[src/rtl/serial_comperator.sv]
// Bit-serial magnitude comparator: walks both operands MSB first, one bit per clock,
// and reports one-hot greater/less/equal flags with a start/busy/done handshake.
module serial_comperator #(
    parameter int WIDTH = 8
) (
    input  logic             clk,
    input  logic             rst,
    input  logic             start,
    input  logic             mode_signed,
    input  logic [WIDTH-1:0] a,
    input  logic [WIDTH-1:0] b,
    output logic             busy,
    output logic             done,
    output logic             g,
    output logic             l,
    output logic             e
);

    localparam int CW = $clog2(WIDTH);

    typedef enum logic [1:0] {
        S_IDLE = 2'd0,
        S_RUN  = 2'd1,
        S_DONE = 2'd2
    } state_t;

    state_t           state_q, state_d;
    logic [WIDTH-1:0] sa_q, sa_d;
    logic [WIDTH-1:0] sb_q, sb_d;
    logic [CW-1:0]    cnt_q, cnt_d;
    logic             sgn_q, sgn_d;
    logic             decided_q, decided_d;
    logic             a_gt_q, a_gt_d;
    logic             g_q, g_d;
    logic             l_q, l_d;
    logic             e_q, e_d;

    logic bit_a, bit_b, first_bit, a_wins_bit, dec_now, gt_now;

    assign bit_a     = sa_q[WIDTH-1];
    assign bit_b     = sb_q[WIDTH-1];
    assign first_bit = (cnt_q == CW'(WIDTH - 1));
    // In two's complement only the sign position inverts the sense of a set bit.
    assign a_wins_bit = (sgn_q && first_bit) ? bit_b : bit_a;
    assign dec_now    = decided_q | (bit_a ^ bit_b);
    assign gt_now     = decided_q ? a_gt_q : a_wins_bit;

    always_comb begin
        state_d   = state_q;
        sa_d      = sa_q;
        sb_d      = sb_q;
        cnt_d     = cnt_q;
        sgn_d     = sgn_q;
        decided_d = decided_q;
        a_gt_d    = a_gt_q;
        g_d       = g_q;
        l_d       = l_q;
        e_d       = e_q;
        unique case (state_q)
            S_IDLE, S_DONE: begin
                if (start) begin
                    sa_d      = a;
                    sb_d      = b;
                    sgn_d     = mode_signed;
                    decided_d = 1'b0;
                    a_gt_d    = 1'b0;
                    cnt_d     = CW'(WIDTH - 1);
                    state_d   = S_RUN;
                end else begin
                    state_d = S_IDLE;
                end
            end
            S_RUN: begin
                sa_d      = sa_q << 1;
                sb_d      = sb_q << 1;
                decided_d = dec_now;
                a_gt_d    = gt_now;
                if (cnt_q == '0) begin
                    state_d = S_DONE;
                    g_d     = dec_now & gt_now;
                    l_d     = dec_now & ~gt_now;
                    e_d     = ~dec_now;
                end else begin
                    cnt_d = cnt_q - CW'(1);
                end
            end
            default: state_d = S_IDLE;
        endcase
    end

    always_ff @(posedge clk) begin
        if (rst) begin
            state_q   <= S_IDLE;
            sa_q      <= '0;
            sb_q      <= '0;
            cnt_q     <= '0;
            sgn_q     <= 1'b0;
            decided_q <= 1'b0;
            a_gt_q    <= 1'b0;
            g_q       <= 1'b0;
            l_q       <= 1'b0;
            e_q       <= 1'b0;
        end else begin
            state_q   <= state_d;
            sa_q      <= sa_d;
            sb_q      <= sb_d;
            cnt_q     <= cnt_d;
            sgn_q     <= sgn_d;
            decided_q <= decided_d;
            a_gt_q    <= a_gt_d;
            g_q       <= g_d;
            l_q       <= l_d;
            e_q       <= e_d;
        end
    end

    assign busy = (state_q == S_RUN) || (state_q == S_DONE);
    assign done = (state_q == S_DONE);
    assign g    = g_q;
    assign l    = l_q;
    assign e    = e_q;

endmodule

[config.mk]
export PLATFORM = sky130hd
export DESIGN_NAME = serial_comperator
export DESIGN_NICKNAME = d
export VERILOG_FILES = /design/src/rtl/serial_comperator.sv
export SDC_FILE = /design/constraint.sdc
export NUM_CORES = 1
export LEC_CHECK = 0
export CAP_MARGIN = 20
export CORE_UTILIZATION = 55
export CTS_CLUSTER_DIAMETER = 40
export DETAILED_ROUTE_END_ITERATION = 7
export PLACE_DENSITY = 0.95
export RECOVER_POWER = 100
export SYNTH_ARGS = -nofsm -noshare
export SYNTH_HDL_FRONTEND = slang
export SYNTH_SLANG_ARGS = --single-unit
[constraint.sdc]
create_clock -name clk -period 3.6 [get_ports clk]
set_clock_uncertainty 0.15 [all_clocks]
set_input_delay 0.72 -clock clk [delete_from_list [all_inputs] [get_ports clk]]
set_output_delay 0.72 -clock clk [all_outputs]
set_load 0.01 [all_outputs]
==> qor.csv <==
metric,value,unit
status,completed,
Ports,25,
family with the most delay on the worst path,buffers and inverters,
Num CTS Buffers,3,
fill count,184,
pin count of the biggest net entering global routing,30,
DR vias,1169,
WP data required,3.69,ns
I/O Buffers,24,
Max Buffers Root-to-Sink,2,
Pwr Density,396,nW/um2
Post-CTS Setup Bufs,0,
RSZ-0062 raised after global routing,no,
final worst path period share,0.720,
most frequent cells in the layout,"dfxtp_1, nor2_1, clkdlybuf4s50_1, mux2i_1",
Yosys top cell by area,dfxtp_1,
Setup crit start kind,flop,
leakage,0.659,nW
Die Width,52.5,um
RePlAce Congestion,0.924,
dominant cells by area after synthesis,"dfxtp_1, mux2i_1, a211oi_2",
drt via density,5.96,
combinational share of power,0.266,
Yosys cell types,38,
drt drc,0,
WL per Instance,15.6,um
R2R Path Start,state_q[1]$_SDFFE_PP0P_,
CTS tree,built,
max cap viols,0,
syn_area_per_cell,9.60,um2
Mapped Nets,173,
die area,2750,um2
Worst path slowest cell,clkbuf_1,
clk sinks,27,
Final nets,196,
Clock power frac,0.206,
Yosys warning total,0,
Final Max Slew Viols,0,
Synth async-reset ratio,0,
"commonest non-fill, non-tap cell in the layout",dfxtp_1,
Clock transition at path regs,0.14,ns
Syn Inst Count,146,
final hold slack,0.316,ns
dpl hpwl,2220,um
Top Layer Used,met4,
FP Rows,17,
Die H,52.5,um
core box area,2300,um2
Rel. slew slack,0.344,
pin slew with the least headroom to its limit,0.984,ns
DRT met1 WL,1290,um
GRT Util Overall,0.258,
"number of placed instances, taps included",192,
Post-synth EDFFs,0,
initial antenna violation count,0,
layout cells sized above 1,0.0893,
initial DRC count,27,
initial core utilization,0.610,
kind of critical path,reg -> reg,
maximum VDD drop,0.000397,V
post-CTS sizing,0,
NetSw,207,uW
Placed Area,1640,um2
Seq pwr share,0.528,
fin cells,196,
post-route ant nets,0,
cell at the root of the clock tree,clkbuf_4,
final WL,3060,um
Area Overhead vs Synth,18.6,%
Yosys reg bits,27,
clk_lat worst skew,0.33,ns
gr ovfl total,0,
met3 wire len,201,um
Int Pwr,450,uW
DR WL met2,1530,um
Setup crit start,state_q[1]$_SDFFE_PP0P_,
first-pass GRT wire length,5080,um
final hold vios,0,
Setup crit end kind,flop,
main flop type after synthesis,dfxtp_1,
Final Cell Area,1660,um2
H-tree depth,1,
crit-path cells,"inv_1, ha_1, clkbuf_1, mux2i_1, a211oi_1",
CTS Hold Bufs,0,
number of global-route vias before repair,1161,
setup TNS,0,ns
crit path DAT,2.68,ns
maximum clock rate,386,MHz
Initial DRT Pass Iterations,5,
ant diodes,0,
share of the synthesized area in the top cell type,0.386,
crit-path max FO,15,
Net Sw Frac,0.315,
final setup fails,0,
Worst path max stage delay,0.79,ns
Tightest Hold Check Type,reg -> reg,
fin crit period,2.59,ns
Synth Cell Area,1400,um2
"Buf+Inv Stages, Crit Path",2,
hold_sp,e$_SDFFE_PP0P_,
register area share after synthesis,0.386,
cells by family after synthesis:
| family | share of synthesized area |
|---|---|
| AO/OA/AOI/OAI | 0.271 |
| AND/OR/NAND/NOR | 0.120 |
| flip-flops | 0.386 |
| buffers and inverters | 0.0554 |
| multiplexers | 0.100 |
| adder cells (fa/ha/maj) | 0.0625 |
| XOR/XNOR | 0.00625 |
worst reg2reg max path: stages (launching register included):
cell and delay (ns):
dfxtp_1 0.36, inv_1 0.13, ha_1 0.48, clkbuf_1 0.79, mux2i_1 0.23, a211oi_1 0.36
worst paths after layout:
kind	endpoint	slack, ns	cells past startpoint
setup / recovery	sa_q[2]$_SDFFE_PP0P_	1.01	5
hold / removal	e$_SDFFE_PP0P_	0.32	2
setup reg to reg	sa_q[2]$_SDFFE_PP0P_	1.01	5
hold reg to reg	e$_SDFFE_PP0P_	0.32	2
layer usage:
metal	track usage	up-vias
met5	0	-
met4	0.0833	0
met3	0.0812	6
met2	0.449	48
met1	0.297	544
li1	-	571
registers in the layout, indices dropped and copies added (netlist names):
| name | cells |
|---|---|
| decided_q | 1 |
| state_q | 2 |
| sb_q | 8 |
| sa_q | 8 |
| l | 1 |
| e | 1 |
| sgn_q | 1 |
| g | 1 |
| a_gt_q | 1 |
| cnt_q | 3 |
cells in the mapped netlist (2+ instances only):
cell type and instances:
a211oi_1 7, a2bb2oi_1 2, a21oi_1 7, inv_1 6, ha_1 7, o21ai_0 4, nor2b_1 2, buf_6 2
nand2_1 6, buf_2 2, a22oi_1 2, a31oi_1 2, dfxtp_1 27, a211oi_2 9, clkbuf_1 3, mux2i_1 14
a41o_1 2, o31ai_1 2, nor2_1 20, nand3_1 2
metrics by stage:
step           setup slack [ns]   util  power [mW]
2_1_floorplan              1.85      -       0.477
3_3_place_gp               1.27  0.716       0.514
3_5_place_dp               1.11  0.716       0.528
4_1_cts                    1.09  0.727       0.662
5_1_grt                   0.836  0.723       0.692
6_report                   1.01  0.723       0.657
final cells by class:
type / count / area (um2) / share of cell area
multi-input combinational: 104 / 778 / 0.468
clock buffer: 4 / 26.3 / 0.0158
timing repair buffer: 27 / 259 / 0.156
inverter: 6 / 22.5 / 0.0136
sequential: 27 / 541 / 0.325
tap: 28 / 35.0 / 0.0211
power by group through the flow:
stage	Clock (mW)	Combinational [mW]	Sequential (mW)
floorplan	0	0.129	0.348
global placement	0	0.164	0.351
detailed placement	0	0.175	0.353
CTS	0.140	0.176	0.346
global route	0.151	0.192	0.349
finish	0.136	0.175	0.347
(Power assumes the default switching activity.)
